--- src/rtl/icache_refill_ctrl_pkg.sv ---
// Shared types and helpers for the L1 instruction-cache refill path.
// Block geometry is passed in so every user agrees on the same alignment rule.
package icache_refill_ctrl_pkg;

  typedef enum logic [1:0] {
    IDLE   = 2'd0,
    FETCH  = 2'd1,
    STREAM = 2'd2,
    DONE   = 2'd3
  } refill_state_t;

  localparam int REP_BEAT_W = 64;

  // Clears the byte-offset bits of an address; blkBytes must be a power of two.
  function automatic logic [31:0] block_base(input logic [31:0] addr, input int unsigned blkBytes);
    logic [31:0] offMask;
    offMask = blkBytes - 1;
    return addr & ~offMask;
  endfunction

endpackage

--- src/rtl/icache_refill_buf.sv ---
// Line buffer holding one cache block as 64-bit beats.
// Single write port driven by memory responses, combinational read for streaming.
module icache_refill_buf
  import icache_refill_ctrl_pkg::*;
#(
  parameter int Depth = 8,
  parameter int AddrW = 3
) (
  input  logic                  clk,
  input  logic                  we,
  input  logic [AddrW-1:0]      waddr,
  input  logic [REP_BEAT_W-1:0] wdata,
  input  logic [AddrW-1:0]      raddr,
  output logic [REP_BEAT_W-1:0] rdata
);

  logic [REP_BEAT_W-1:0] mem [Depth];

  always_ff @(posedge clk) begin
    if (we) begin
      mem[waddr] <= wdata;
    end
  end

  assign rdata = mem[raddr];

endmodule

--- src/rtl/icache_refill_ctrl.sv ---
// Refill engine: fetches a missing I-cache block beat by beat from memory into a
// line buffer, then streams it to the cache as RepCycles back-to-back RepReady beats.
module icache_refill_ctrl
  import icache_refill_ctrl_pkg::*;
#(
  parameter int B = 64
) (
  input  logic                  clk,
  input  logic                  reset,
  input  logic [31:0]           PCF,
  input  logic                  InstrMissF,
  input  logic                  InstrCacheRepActive,
  output logic                  RepReady,
  output logic [REP_BEAT_W-1:0] RepWord,
  output logic                  MemReq,
  output logic [31:0]           MemAddr,
  input  logic                  MemValid,
  input  logic [REP_BEAT_W-1:0] MemRData,
  output logic                  RefillBusy,
  output refill_state_t         StateDbg
);

  localparam int RepCycles = B / 8;
  localparam int CntW      = $clog2(RepCycles);
  localparam logic [CntW-1:0] LastBeat = CntW'(RepCycles - 1);
  localparam logic [CntW-1:0] CntOne   = CntW'(1);

  // Memory side: MemReq/MemAddr are held stable until a cycle with MemValid=1,
  // which completes that beat; MemValid while MemReq=0 is dropped. Cache side:
  // RepReady marks a valid RepWord and has no ready, so beats must be taken every cycle.

  refill_state_t state, stateNext;
  logic [31:0]           blkAddr, blkAddrNext;
  logic [CntW-1:0]       fetchCnt, fetchCntNext, fetchCntInc;
  logic [CntW-1:0]       streamCnt, streamCntNext;
  logic                  memReqNext, repReadyNext;
  logic [31:0]           memAddrNext;
  logic [REP_BEAT_W-1:0] repWordNext;
  logic                  bufWe;
  logic [REP_BEAT_W-1:0] bufRData;
  logic                  unusedRepActive;

  // The cache's acceptance flag carries no information the refill timing needs.
  assign unusedRepActive = InstrCacheRepActive;

  assign StateDbg   = state;
  assign RefillBusy = (state != IDLE);

  icache_refill_buf #(
    .Depth (RepCycles),
    .AddrW (CntW)
  ) u_buf (
    .clk   (clk),
    .we    (bufWe),
    .waddr (fetchCnt),
    .wdata (MemRData),
    .raddr (streamCnt),
    .rdata (bufRData)
  );

  always_ff @(posedge clk) begin
    if (reset) begin
      state     <= IDLE;
      blkAddr   <= '0;
      fetchCnt  <= '0;
      streamCnt <= '0;
      MemReq    <= 1'b0;
      MemAddr   <= '0;
      RepReady  <= 1'b0;
      RepWord   <= '0;
    end else begin
      state     <= stateNext;
      blkAddr   <= blkAddrNext;
      fetchCnt  <= fetchCntNext;
      streamCnt <= streamCntNext;
      MemReq    <= memReqNext;
      MemAddr   <= memAddrNext;
      RepReady  <= repReadyNext;
      RepWord   <= repWordNext;
    end
  end

  always_comb begin
    stateNext     = state;
    blkAddrNext   = blkAddr;
    fetchCntNext  = fetchCnt;
    streamCntNext = streamCnt;
    memReqNext    = MemReq;
    memAddrNext   = MemAddr;
    repReadyNext  = RepReady;
    repWordNext   = RepWord;
    bufWe         = 1'b0;
    fetchCntInc   = fetchCnt + CntOne;

    case (state)
      IDLE: begin
        if (InstrMissF) begin
          stateNext    = FETCH;
          blkAddrNext  = block_base(PCF, B);
          fetchCntNext = '0;
          memReqNext   = 1'b1;
          memAddrNext  = block_base(PCF, B);
        end
      end

      FETCH: begin
        if (MemValid && MemReq) begin
          bufWe = 1'b1;
          if (fetchCnt == LastBeat) begin
            memReqNext    = 1'b0;
            streamCntNext = '0;
            stateNext     = STREAM;
          end else begin
            fetchCntNext = fetchCntInc;
            // Block-aligned base, so adding the beat offset never carries out.
            memAddrNext  = blkAddr + 32'({fetchCntInc, 3'b000});
          end
        end
      end

      STREAM: begin
        // streamCnt wraps to zero once the last beat is registered onto RepWord.
        if (RepReady && (streamCnt == '0)) begin
          repReadyNext = 1'b0;
          repWordNext  = '0;
          stateNext    = DONE;
        end else begin
          repReadyNext  = 1'b1;
          repWordNext   = bufRData;
          streamCntNext = streamCnt + CntOne;
        end
      end

      DONE: begin
        stateNext = IDLE;
      end

      default: begin
        stateNext = IDLE;
      end
    endcase
  end

endmodule

--- config.mk ---
export PLATFORM = sky130hd
export DESIGN_NAME = icache_refill_ctrl
export DESIGN_NICKNAME = d
export VERILOG_FILES = /design/src/rtl/icache_refill_ctrl_pkg.sv /design/src/rtl/icache_refill_buf.sv /design/src/rtl/icache_refill_ctrl.sv
export SDC_FILE = /design/constraint.sdc
export NUM_CORES = 1
export LEC_CHECK = 0
export ABC_CLOCK_PERIOD_IN_PS = 10200
export BUFFER_PORTS_ARGS = -buffer_cell sky130_fd_sc_hd__buf_2
export CAP_MARGIN = 0
export CORE_MARGIN = 2
export CORE_UTILIZATION = 55
export CTS_BUF_LIST = sky130_fd_sc_hd__clkbuf_4
export DETAILED_ROUTE_END_ITERATION = 12
export GPL_TIMING_DRIVEN = 0
export PLACE_DENSITY = 0.74
export SLEW_MARGIN = 20
export SYNTH_ARGS = -nofsm -noshare
export SYNTH_HDL_FRONTEND = slang
export SYNTH_SLANG_ARGS = --single-unit
--- constraint.sdc ---
create_clock -name clk -period 10.2 [get_ports clk]
set_input_delay 1.02 -clock clk [delete_from_list [all_inputs] [get_ports clk]]
set_output_delay 1.02 -clock clk [all_outputs]
set_load 0.01 [all_outputs]
==> results.toml, run 1 <==
[worst_hold_path]
hold_path_end = "u_buf.mem[1][5]"
min_from = "MemRData[5]"
hold_depth = 1
worstHoldPathType = "in2reg"

[timing]
period_share = 0.347
finClkSkew_ps = 59.4
fin_crit_ps = 3530
slew_headroom = 0.479
hold_violations = 0
fin_setup_tns_ps = 0
max_freq_mhz = 283
rsz0062_at_grt = "no"
layout_setup_ws_ps = 6670
setup_violations = 0
drv_slew = 0
worstMarginPinSlew_ps = 779

[setup_path]
critPathRequiredTime_ps = 10760
end_kind = "register"
reg2reg_slack_ps = 6670
worstPathMaxFanout = 10
r2r-end = "u_buf.mem[1][12]"
worstSetupPathType = "reg2reg"
arrival_ps = 4100
worstRegToRegCells = 11
start_kind = "register"
timing.rr.start = "StateDbg[1]"

[synth]
muxShareOfSynthArea = 0.118
synth_area_per_cell_um2 = 17.0
synth_top_family_by_area = "multiplexers"
ys_seq_area_frac = 0.746
synthAdderAreaFrac = 0.00416
synth_area_mm2 = 0.0241
synth_compound_area_frac = 0.0887
synth.yosys.warnings = 0
synthXorXnorAreaFrac = 0.000364
synthTopCellsByArea = "edfxtp_1 64%, mux2i_1 12%, dfxtp_1 11%"
async_reset_ff_frac = 0
yosysUniqueCellTypes = 35
synth_seq_cells = 641
synth-simple-area-share = 0.0231
synth-edff-count = 512
synthFlopType = "edfxtp_1"
synth_top_cell_by_area = "edfxtp_1"
yosysTopAreaCellShare = 0.639
synth_cells = 1419

[global_routing]
grt_use_total = 0.247
antenna_found_initial = 7
grt_busiest_layer = "met2"
grt_pass1_vias = 14611
met1_usage = 0.309
grt_use_met2 = 0.416
grt_use_met3 = 0.0584
grt_pass1_wl_um = 82600
grt_overflow = 0
grt_max_degree = 22

[floorplan]
rows = 76
start_util = 0.558
chipHeight_um = 213
core_area_mm2 = 0.0432
die-area_mm2 = 0.0455
die_w_um = 213
ioPinCount = 202

[layout]
fin_nets = 1920
area_growth_pct = 18.7
drive_above_1_share = 0.296
stdcell_area_mm2 = 0.0286

[place]
gp_congestion = 0.775
dpl_cell_area_mm2 = 0.0264
dp_slack_ps = 6650
numPortBuffers = 190
dp_hpwl_um = 34800

[drt]
drc = 0
wl_per_cell_um = 21.8
drtPass1Iterations = 5
avgViaCountPerCell = 5.64
postRouteAntennaNets = 0
num_vias = 14264
wirelength_um = 55000
first_iter_violations = 1016

[clocking]
clock_latency_ps = 890
hold_buffers = 0
cts_sinks = 641
cts_tree = "yes"
cts-htree-levels = 4
ctsRootBufferMaster = "clkbuf_4"
cts_resized = 0
numCtsBuffers = 158
post_cts_buffers = 0
cts_buffer_depth = 3
clk_pin_slew_ps = 70

[power_and_ir_drop]
power.leakage_nw = 9.73
vdd_drop_max_v = 0.000146
pwr_density_cell_mw_per_mm2 = 210

[status]
status = "finished, final reports clean"

[job]
cap_violations = 0
## kinds of logic after synthesis
kind of cell	count (synthesis)
flops	641
mux	284
compound gates	257
simple gates	127
buf+inv	100
fa+ha+maj	8
other cells	1
xor+xnor	1
## stage by stage
step / utilization / hold slack, ps / std cells / total power [W]
finish: 0.662 / 395 / 2528 / 0.00602
global route: 0.662 / 330 / 2525 / 0.00628
CTS: 0.662 / 300 / 2523 / 0.00607
detailed placement: 0.613 / 450 / 2236 / 0.00389
global placement: 0.597 / 442 / 2196 / 0.00385
floorplan: - / 436 / 1421 / 0.00356
## critical path: stages (launching register included)
cell and delay (ps):
dfxtp_1 330, inv_1 110, ha_1 280, buf_4 270, buf_2 330, nand4_1 400, nor3_2 430, buf_4 280
buf_6 170, buf_4 200, buf_4 210, buf_4 220
## layout make-up
| type | count | area [um^2] |
|---|---|---|
| Timing Repair Buffer | 230 | 1570 |
| Clock buffer | 243 | 1820 |
| Inverter | 7 | 26.3 |
| Multi-Input combinational cell | 680 | 5710 |
| Antenna cell | 5 | 12.5 |
| Fill cell | 3050 | 14600 |
| Sequential cell | 641 | 18000 |
| Clock inverter | 44 | 303 |
| Buffer | 93 | 447 |
| Tap cell | 585 | 732 |
## Yosys cell counts, types with 2 or more instances
library cell / n
nand3_1: 2
clkbuf_1: 26
ha_1: 8
mux2i_1: 284
nand3b_1: 2
a22oi_1: 128
nor2b_1: 4
and2_1: 4
a21oi_1: 32
a211oi_2: 21
nand2b_1: 7
edfxtp_1: 512
a32o_1: 64
buf_4: 13
nand4b_1: 2
inv_1: 7
buf_1: 15
dfxtp_1: 129
buf_2: 39
nor3_1: 4
a211oi_1: 7
nor2_1: 38
nand2_1: 59
## metal layers
| layer | part of all wire | vias up |
|---|---|---|
| met5 | 0.0011 | - |
| met4 | 0.025 | 8 |
| met3 | 0.061 | 122 |
| met2 | 0.50 | 485 |
| met1 | 0.41 | 7125 |
| li1 | - | 6524 |
## cell usage in the layout (no fill, tap or decap), types with 2 or more instances in the layout
cell and n:
edfxtp_1 512, mux2i_1 284, clkbuf_4 243, buf_2 229, dfxtp_1 129, a22oi_1 128
a32o_1 64, nand2_1 59, a21oi_1 32, clkinv_1 31, nor2_1 30, buf_4 29
clkbuf_1 26, a211oi_2 21, buf_1 15, buf_12 11, ha_1 8, buf_16 8
inv_1 7, nand2b_1 7, a211oi_1 7, nor2_4 6, clkinvlp_4 6, diode_2 5
and2_1 4, nor2b_1 4, bufinv_16 4, buf_6 4, nor2_2 3, conb_1 3
nand4b_1 2, nor3_2 2, nand3b_1 2, nand3_1 2, nor3_1 2
## flip-flops by register name (all words and copies together), names as in the netlist, named ones only
signal     cells
fetchCnt       2
RepWord       64
MemReq         1
StateDbg       2
RepReady       1
MemAddr       27
blkAddr       26
streamCnt      3
u_buf.mem    512
## report_power, final
| group | switching, W | internal, W | total, W | leakage, nW |
|---|---|---|---|---|
| Combinational | 0.000498 | 0.000302 | 0.000800 | 2.84 |
| Sequential | 0.0000780 | 0.00296 | 0.00303 | 5.65 |
| Clock | 0.000994 | 0.00119 | 0.00218 | 1.24 |
## how the worst max path moves through the flow
stage,from,to,slack [ps],depth (start not counted)
final,StateDbg[1],u_buf.mem[1][12],6670,11
after global routing,StateDbg[1],u_buf.mem[1][12],6410,11
after CTS,StateDbg[1],u_buf.mem[1][12],6630,11
after detailed placement,StateDbg[1],u_buf.mem[1][14],6650,11
after global placement,StateDbg[1],u_buf.mem[1][19],-410,6
after floorplan,StateDbg[0],u_buf.mem[1][0],3910,5
Note: power is estimated with default switching activity, not from simulation.
==> run 2: changes to the inputs <==
--- a/config.mk
+++ b/config.mk
@@ -5,7 +5,8 @@
 export SDC_FILE = /design/constraint.sdc
 export NUM_CORES = 1
 export LEC_CHECK = 0
-export ABC_CLOCK_PERIOD_IN_PS = 10200
+export ABC_AREA = 1
+export ABC_CLOCK_PERIOD_IN_PS = 3200
 export BUFFER_PORTS_ARGS = -buffer_cell sky130_fd_sc_hd__buf_2
 export CAP_MARGIN = 0
 export CORE_MARGIN = 2
@@ -13,7 +14,7 @@
 export CTS_BUF_LIST = sky130_fd_sc_hd__clkbuf_4
 export DETAILED_ROUTE_END_ITERATION = 12
 export GPL_TIMING_DRIVEN = 0
-export PLACE_DENSITY = 0.74
+export PLACE_DENSITY = 0.77
 export SLEW_MARGIN = 20
 export SYNTH_ARGS = -nofsm -noshare
 export SYNTH_HDL_FRONTEND = slang
==> constraint.sdc (replaced) <==
create_clock -name clk -period 3.2 [get_ports clk]
set_input_delay 0.32 -clock clk [delete_from_list [all_inputs] [get_ports clk]]
set_output_delay 0.32 -clock clk [all_outputs]
set_load 0.01 [all_outputs]
==> run 2 against run 1 <==
Clock power increased to 3.3 times the previous value. Maximum frequency increased by 20%. Die area increased by 10%. Utilization increased by 1.7 points. Combinational power increased to 4.9 times the previous value. Sequential cell count unchanged. Critical path type unchanged. Via count increased by 47%. Synthesized area increased by 11%. Register-to-register slack got worse by 6400 ps. Non-clock buffer count increased by 150.
==> results.toml, run 2 <==
[synth]
muxShareOfSynthArea = 0
ys_seq_area_frac = 0.675
yosys-top-cells-count = "586 x nand2_1, 512 x edfxtp_1, 410 x inv_1"
synth_cells = 2643
synth_area_per_cell_um2 = 10.1
synthFlopType = "edfxtp_1"
yosysUniqueCellTypes = 29
synth_compound_area_frac = 0.0303
synth-edff-count = 512
synthXorXnorAreaFrac = 0.000329
synthTopCellsByArea = "edfxtp_1 58%, dfxtp_1 9.7%, nand2_1 8.3%"
synth_area_mm2 = 0.0266
synth_top_family_by_area = "simple AND/OR/NAND/NOR gates"
synth.most_common_cell = "nand2_1"
synthAdderAreaFrac = 0.00376
synth.yosys.warnings = 0
async_reset_ff_frac = 0
synth_seq_cells = 641
yosysTopAreaCellShare = 0.578
synth_top_cell_by_area = "edfxtp_1"
synth-simple-area-share = 0.205

[floorplan]
rows = 80
die-area_mm2 = 0.0502
core_area_mm2 = 0.0477
chipHeight_um = 224
start_util = 0.557
ioPinCount = 202
die_w_um = 224

[layout]
stdcell_area_mm2 = 0.0324
fin_nets = 3246
layout_common_cells = "586 x nand2_1, 512 x edfxtp_1, 410 x inv_1"
reg_top3 = "u_buf.mem: 512 flops, RepWord: 64 flops, MemAddr: 27 flops"
stdcell_count = 3892
largest_register = "u_buf.mem"
postLayoutCoreUtil = 0.679
layout_commonest_cell = "nand2_1"
area_growth_pct = 21.8
drive_above_1_share = 0.187
largest_reg_flops = 512

[setup_path]
slowest_delay_ps = 610
crit_path_frequent_cell = "buf_16"
arrival_ps = 3640
worstSetupPathType = "reg2reg"
worstRegToRegCells = 10
path_cells = "inv_1 -> ha_1 -> buf_4 -> inv_2 -> nor3_1 -> nand2_1 -> nor2_4 -> buf_16 -> buf_16 -> buf_16"
r2r-end = "u_buf.mem[5][62]"
end_kind = "register"
reg2reg_slack_ps = 250
worstPathMaxFanout = 18
crit_buf_inv = 6
timing.rr.start = "StateDbg[1]"
critPathTopFamily = "simple AND/OR/NAND/NOR gates"
start_kind = "register"
crit_slowest_cell = "nor2_4"
critPathRequiredTime_ps = 3890

[job]
cap_violations = 0

[power_and_ir_drop]
pwr_density_cell_mw_per_mm2 = 648
vdd_drop_max_v = 0.000470
p_sw_w = 0.00620
power_frac_seq = 0.468
p_sw_frac = 0.295
share_comb_of_total_power = 0.187
power_w = 0.0210
power.internal_w = 0.0148
power.leakage_nw = 13.9
power.share.clock = 0.346

[worst_hold_path]
min_from = "MemRData[28]"
hold_path_end = "u_buf.mem[0][28]"
hold_depth = 2
worstHoldPathType = "in2reg"

[timing]
finClkSkew_ps = 44.4
slew_headroom = 0.285
hold_violations = 0
worstMarginPinSlew_ps = 1070
rsz0062_at_grt = "no"
whs_ps = 111
period_share = 0.922
setup_violations = 0
fin_crit_ps = 2950
max_freq_mhz = 339
drv_slew = 0

[place]
dpl.cell_count = 3478
numPortBuffers = 190
dpl_cell_area_mm2 = 0.0291
gp_congestion = 0.867
dp_hpwl_um = 47100

[global_routing]
grt_overflow = 0
grt_pass1_wl_um = 109000
antenna_found_initial = 4
grt_pass1_vias = 20691
grt_max_degree = 22
grt_use_total = 0.291

[drt]
drc = 0
avgViaCountPerCell = 5.40
drtPass1Iterations = 9
num_vias = 21033
postRouteAntennaNets = 0
wl_per_cell_um = 18.9
wirelength_um = 73600
first_iter_violations = 2645

[clocking]
cts-htree-levels = 4
ctsRootBufferMaster = "clkbuf_4"
cts_resized = 0
clock_latency_ps = 1020
cts_sinks = 641
cts_buffer_depth = 3
numCtsBuffers = 161
cts_tree = "yes"
clk_pin_slew_ps = 70

[status]
status = "finished, final reports clean"
-- run 2: cell types whose count changed after synthesis, sizes merged, moves of 28 or more --
cell | previous run | this run
nand2 | 59 | 589
inv | 7 | 417
nand3 | 2 | 390
mux2i | 284 | 0
nor2 | 39 | 225
a22oi | 128 | 0
o21ai | 0 | 70
a32o | 64 | 0
or2 | 1 | 65
a21oi | 32 | 88
buf | 67 | 100
a211oi | 28 | 0
-- run 2: stage by stage --
| step | setup WS [ps] | TNS, ps |
|---|---|---|
| 6_report | 250 | 0 |
| 5_1_grt | 88.8 | 0 |
| 3_5_place_dp | 347 | 0 |
| 3_3_place_gp | -1790 | -859190 |
| 4_1_cts | 276 | 0 |
| 2_1_floorplan | -56.4 | -28860 |
-- run 2: cell type report --
type | instances | area, um^2
fill | 3335 | 15300
multi-input combinational | 1442 | 6430
tap | 615 | 769
buffer | 144 | 726
antenna | 11 | 27.5
inverter | 418 | 1570
sequential | 641 | 18000
clock inverter | 43 | 315
clock buffer | 249 | 1870
timing repair buffer | 329 | 2760
-- run 2: kinds of logic after synthesis --
family | count (synthesis)
buf+inv | 562
xor+xnor | 1
other cells | 1
fa+ha+maj | 8
simple gates | 1272
compound gates | 158
flops | 641
-- run 2: repair_timing --
| item | in CTS | in global routing |
|---|---|---|
| setup buffers | 0 | 0 |
| hold buffers | 111 | 0 |
| endpoints found under the hold margin | 587 | 0 |
-- run 2: how the worst max path moves through the flow --
stage / to / slack (ps) / cells past startpoint / from
CTS: u_buf.mem[5][55] / 280 / 10 / StateDbg[1]
detailed placement: u_buf.mem[5][0] / 350 / 10 / StateDbg[1]
finish: u_buf.mem[5][62] / 250 / 10 / StateDbg[1]
global placement: u_buf.mem[1][8] / -1790 / 7 / StateDbg[1]
floorplan: u_buf.mem[0][0] / -60 / 6 / StateDbg[0]
global route: u_buf.mem[5][62] / 90 / 10 / StateDbg[1]
-- run 2: power groups by stage --
stage	clock (W)	sequential [W]	combinational, W
3_3_place_gp	0	0.00997	0.00351
4_1_cts	0.00733	0.00982	0.00385
3_5_place_dp	0	0.00999	0.00367
6_report	0.00727	0.00983	0.00392
2_1_floorplan	0	0.0101	0.00205
5_1_grt	0.00775	0.00987	0.00427
-- run 2: layer usage --
metal	up-vias	GRT usage	wire, um
met1	9793	0.355	27200
met2	1350	0.477	35500
li1	9658	-	-
met4	2	0.146	2750
met3	230	0.0813	8150
met5	-	0	13
==> run 3: changes to the inputs <==
--- a/config.mk
+++ b/config.mk
@@ -6,7 +6,7 @@
 export NUM_CORES = 1
 export LEC_CHECK = 0
 export ABC_AREA = 1
-export ABC_CLOCK_PERIOD_IN_PS = 3200
+export ABC_CLOCK_PERIOD_IN_PS = 3500
 export BUFFER_PORTS_ARGS = -buffer_cell sky130_fd_sc_hd__buf_2
 export CAP_MARGIN = 0
 export CORE_MARGIN = 2
@@ -14,8 +14,9 @@
 export CTS_BUF_LIST = sky130_fd_sc_hd__clkbuf_4
 export DETAILED_ROUTE_END_ITERATION = 12
 export GPL_TIMING_DRIVEN = 0
-export PLACE_DENSITY = 0.77
+export PLACE_DENSITY = 0.74
 export SLEW_MARGIN = 20
 export SYNTH_ARGS = -nofsm -noshare
 export SYNTH_HDL_FRONTEND = slang
+export SYNTH_HIERARCHICAL = 1
 export SYNTH_SLANG_ARGS = --single-unit
==> constraint.sdc (replaced) <==
create_clock -name clk -period 3.5 [get_ports clk]
set_input_delay 0.35 -clock clk [delete_from_list [all_inputs] [get_ports clk]]
set_output_delay 0.35 -clock clk [all_outputs]
set_load 0.01 [all_outputs]
==> run 3 against run 2 <==
Sequential power is 8.9% lower. Power is 1.7% lower. Synthesized cell count is 10% higher.
==> results.toml, run 3 <==
[setup_path]
worstSetupPathType = "reg2reg"
worstPathMaxFanout = 18
worstRegToRegCells = 10
crit_buf_inv = 6
cp_num_cells = 10
crit_path_frequent_cell = "buf_16"
path_cells = "inv_1 -> ha_1 -> inv_2 -> clkbuf_1 -> nor2_1 -> nand2_1 -> nor2_4 -> buf_12 -> buf_16 -> buf_16"
slowest_delay_ps = 600
arrival_ps = 3790
end_kind = "register"
critPathTopFamily = "buffers and inverters"
crit_slowest_cell = "nor2_4"
r2r-end = "u_buf/mem[5][7]"
reg2reg_slack_ps = 390
timing.rr.start = "StateDbg[1]"
critPathRequiredTime_ps = 4170
start_kind = "register"

[floorplan]
ioPinCount = 202
start_util = 0.558
rows = 81
chipHeight_um = 227
die-area_mm2 = 0.0514
die_w_um = 227
core_area_mm2 = 0.0490

[clocking]
numCtsBuffers = 163
cts_sinks = 638
cts_resized = 0
cts_buffer_depth = 3
clk_pin_slew_ps = 70
clock_latency_ps = 1010
cts_tree = "yes"
cts-htree-levels = 4
ctsRootBufferMaster = "clkbuf_4"

[status]
status = "finished, final reports clean"

[layout]
reg_top3 = "u_buf/mem: 512 flops, RepWord: 64 flops, MemAddr: 27 flops"
largest_register = "u_buf/mem"
fin_nets = 3498
area_growth_pct = 21.0
postLayoutCoreUtil = 0.675
largest_reg_flops = 512
stdcell_area_mm2 = 0.0330
layout_common_cells = "1073 x nand2_1, 524 x inv_1, 512 x edfxtp_1"
layout_commonest_cell = "nand2_1"
drive_above_1_share = 0.169

[timing]
finClkSkew_ps = 55.7
fin_setup_tns_ps = 0
drv_slew = 0
worstMarginPinSlew_ps = 991
layout_setup_ws_ps = 385
setup_violations = 0
fin_crit_ps = 3110
period_share = 0.890
max_freq_mhz = 321
slew_headroom = 0.339
rsz0062_at_grt = "no"
hold_violations = 0

[power_and_ir_drop]
pwr_density_cell_mw_per_mm2 = 626
power.leakage_nw = 15.3
vdd_drop_max_v = 0.000390

[place]
gp_congestion = 0.809
numPortBuffers = 190
dp_slack_ps = 392
dpl_cell_area_mm2 = 0.0298
dp_hpwl_um = 45300

[synth]
yosysTopAreaCellShare = 0.563
yosysUniqueCellTypes = 23
synth_seq_cells = 638
synth.yosys.warnings = 6
synthTopCellsByArea = "edfxtp_1 56%, nand2_1 15%, dfxtp_1 9.2%"
ys_seq_area_frac = 0.656
synth_area_per_cell_um2 = 9.38
synth_cells = 2910
synthFlopType = "edfxtp_1"
synth_area_mm2 = 0.0273
synth_top_cell_by_area = "edfxtp_1"
async_reset_ff_frac = 0
synth.most_common_cell = "nand2_1"
yosys-top-cells-count = "1073 x nand2_1, 524 x inv_1, 512 x edfxtp_1"
synth-edff-count = 512

[drt]
drtPass1Iterations = 6
num_vias = 21185
drc = 0
first_iter_violations = 1815
avgViaCountPerCell = 5.05
wirelength_um = 70200
postRouteAntennaNets = 0
wl_per_cell_um = 16.7

[worst_hold_path]
min_from = "reset"
hold_depth = 3
hold_path_end = "RepWord[18]"
worstHoldPathType = "in2reg"

[global_routing]
grt_pass1_vias = 20991
antenna_found_initial = 6
grt_use_total = 0.279
grt_pass1_wl_um = 109000
grt_overflow = 0
grt_max_degree = 21

[job]
cap_violations = 0
## run 3: final cells by class
| cell class | count | area (um^2) |
|---|---|---|
| buffer | 147 | 825 |
| tap | 664 | 831 |
| antenna | 8 | 20.0 |
| clock inverter | 51 | 417 |
| inverter | 530 | 1990 |
| sequential | 638 | 17900 |
| multi-input combinational | 1597 | 6650 |
| fill | 3727 | 15900 |
| clock buffer | 244 | 1830 |
| timing repair buffer | 313 | 2560 |
## run 3: layer usage
metal | global-route usage | part of all wire
met1 | 0.346 | 0.39
met2 | 0.457 | 0.48
met3 | 0.0810 | 0.10
met4 | 0.120 | 0.027
met5 | 0 | 0.00057
## run 3: power by group
| group | internal, W | switching [W] |
|---|---|---|
| logic | 0.00164 | 0.00326 |
| registers | 0.00869 | 0.000270 |
| clock network | 0.00378 | 0.00302 |
| total | 0.0141 | 0.00655 |
## run 3: logic make-up (layout without fill, tap and decap cells)
| logic type | count (synthesis) | after routing | share of synthesized area |
|---|---|---|---|
| flops | 638 | 638 | 0.656 |
| other cells | 1 | 11 | 0.000137 |
| compound gates | 99 | 99 | 0.0187 |
| buf+inv | 677 | 1285 | 0.103 |
| simple gates | 1488 | 1488 | 0.219 |
| fa+ha+maj | 7 | 7 | 0.00321 |
## run 3: how the worst max path moves through the flow
stage | startpoint | to
after floorplan | StateDbg[1] | u_buf/mem[5][0]
after global placement | StateDbg[1] | u_buf/mem[1][10]
after detailed placement | StateDbg[1] | u_buf/mem[5][7]
after CTS | StateDbg[1] | u_buf/mem[5][8]
after global routing | StateDbg[1] | u_buf/mem[5][8]
final | StateDbg[1] | u_buf/mem[5][7]
## run 3: worst min-delay path, cell delays in order
cell	delay [ps]
clkbuf_1	270
clkbuf_1	300
a21oi_1	160
## run 3: per-stage QoR
stage	hold slack, ps	total power (W)	instances
6_report	132	0.0207	4192
5_1_grt	62.5	0.0218	4187
4_1_cts	16.6	0.0207	4184
3_5_place_dp	453	0.0139	3791
3_3_place_gp	451	0.0137	3766
2_1_floorplan	449	0.0121	2912
## run 3: repair_timing
| item | CTS | global route |
|---|---|---|
| hold endpoints to repair | 571 | 0 |
| buffers inserted | 0 | 0 |
| hold buffers | 98 | 0 |
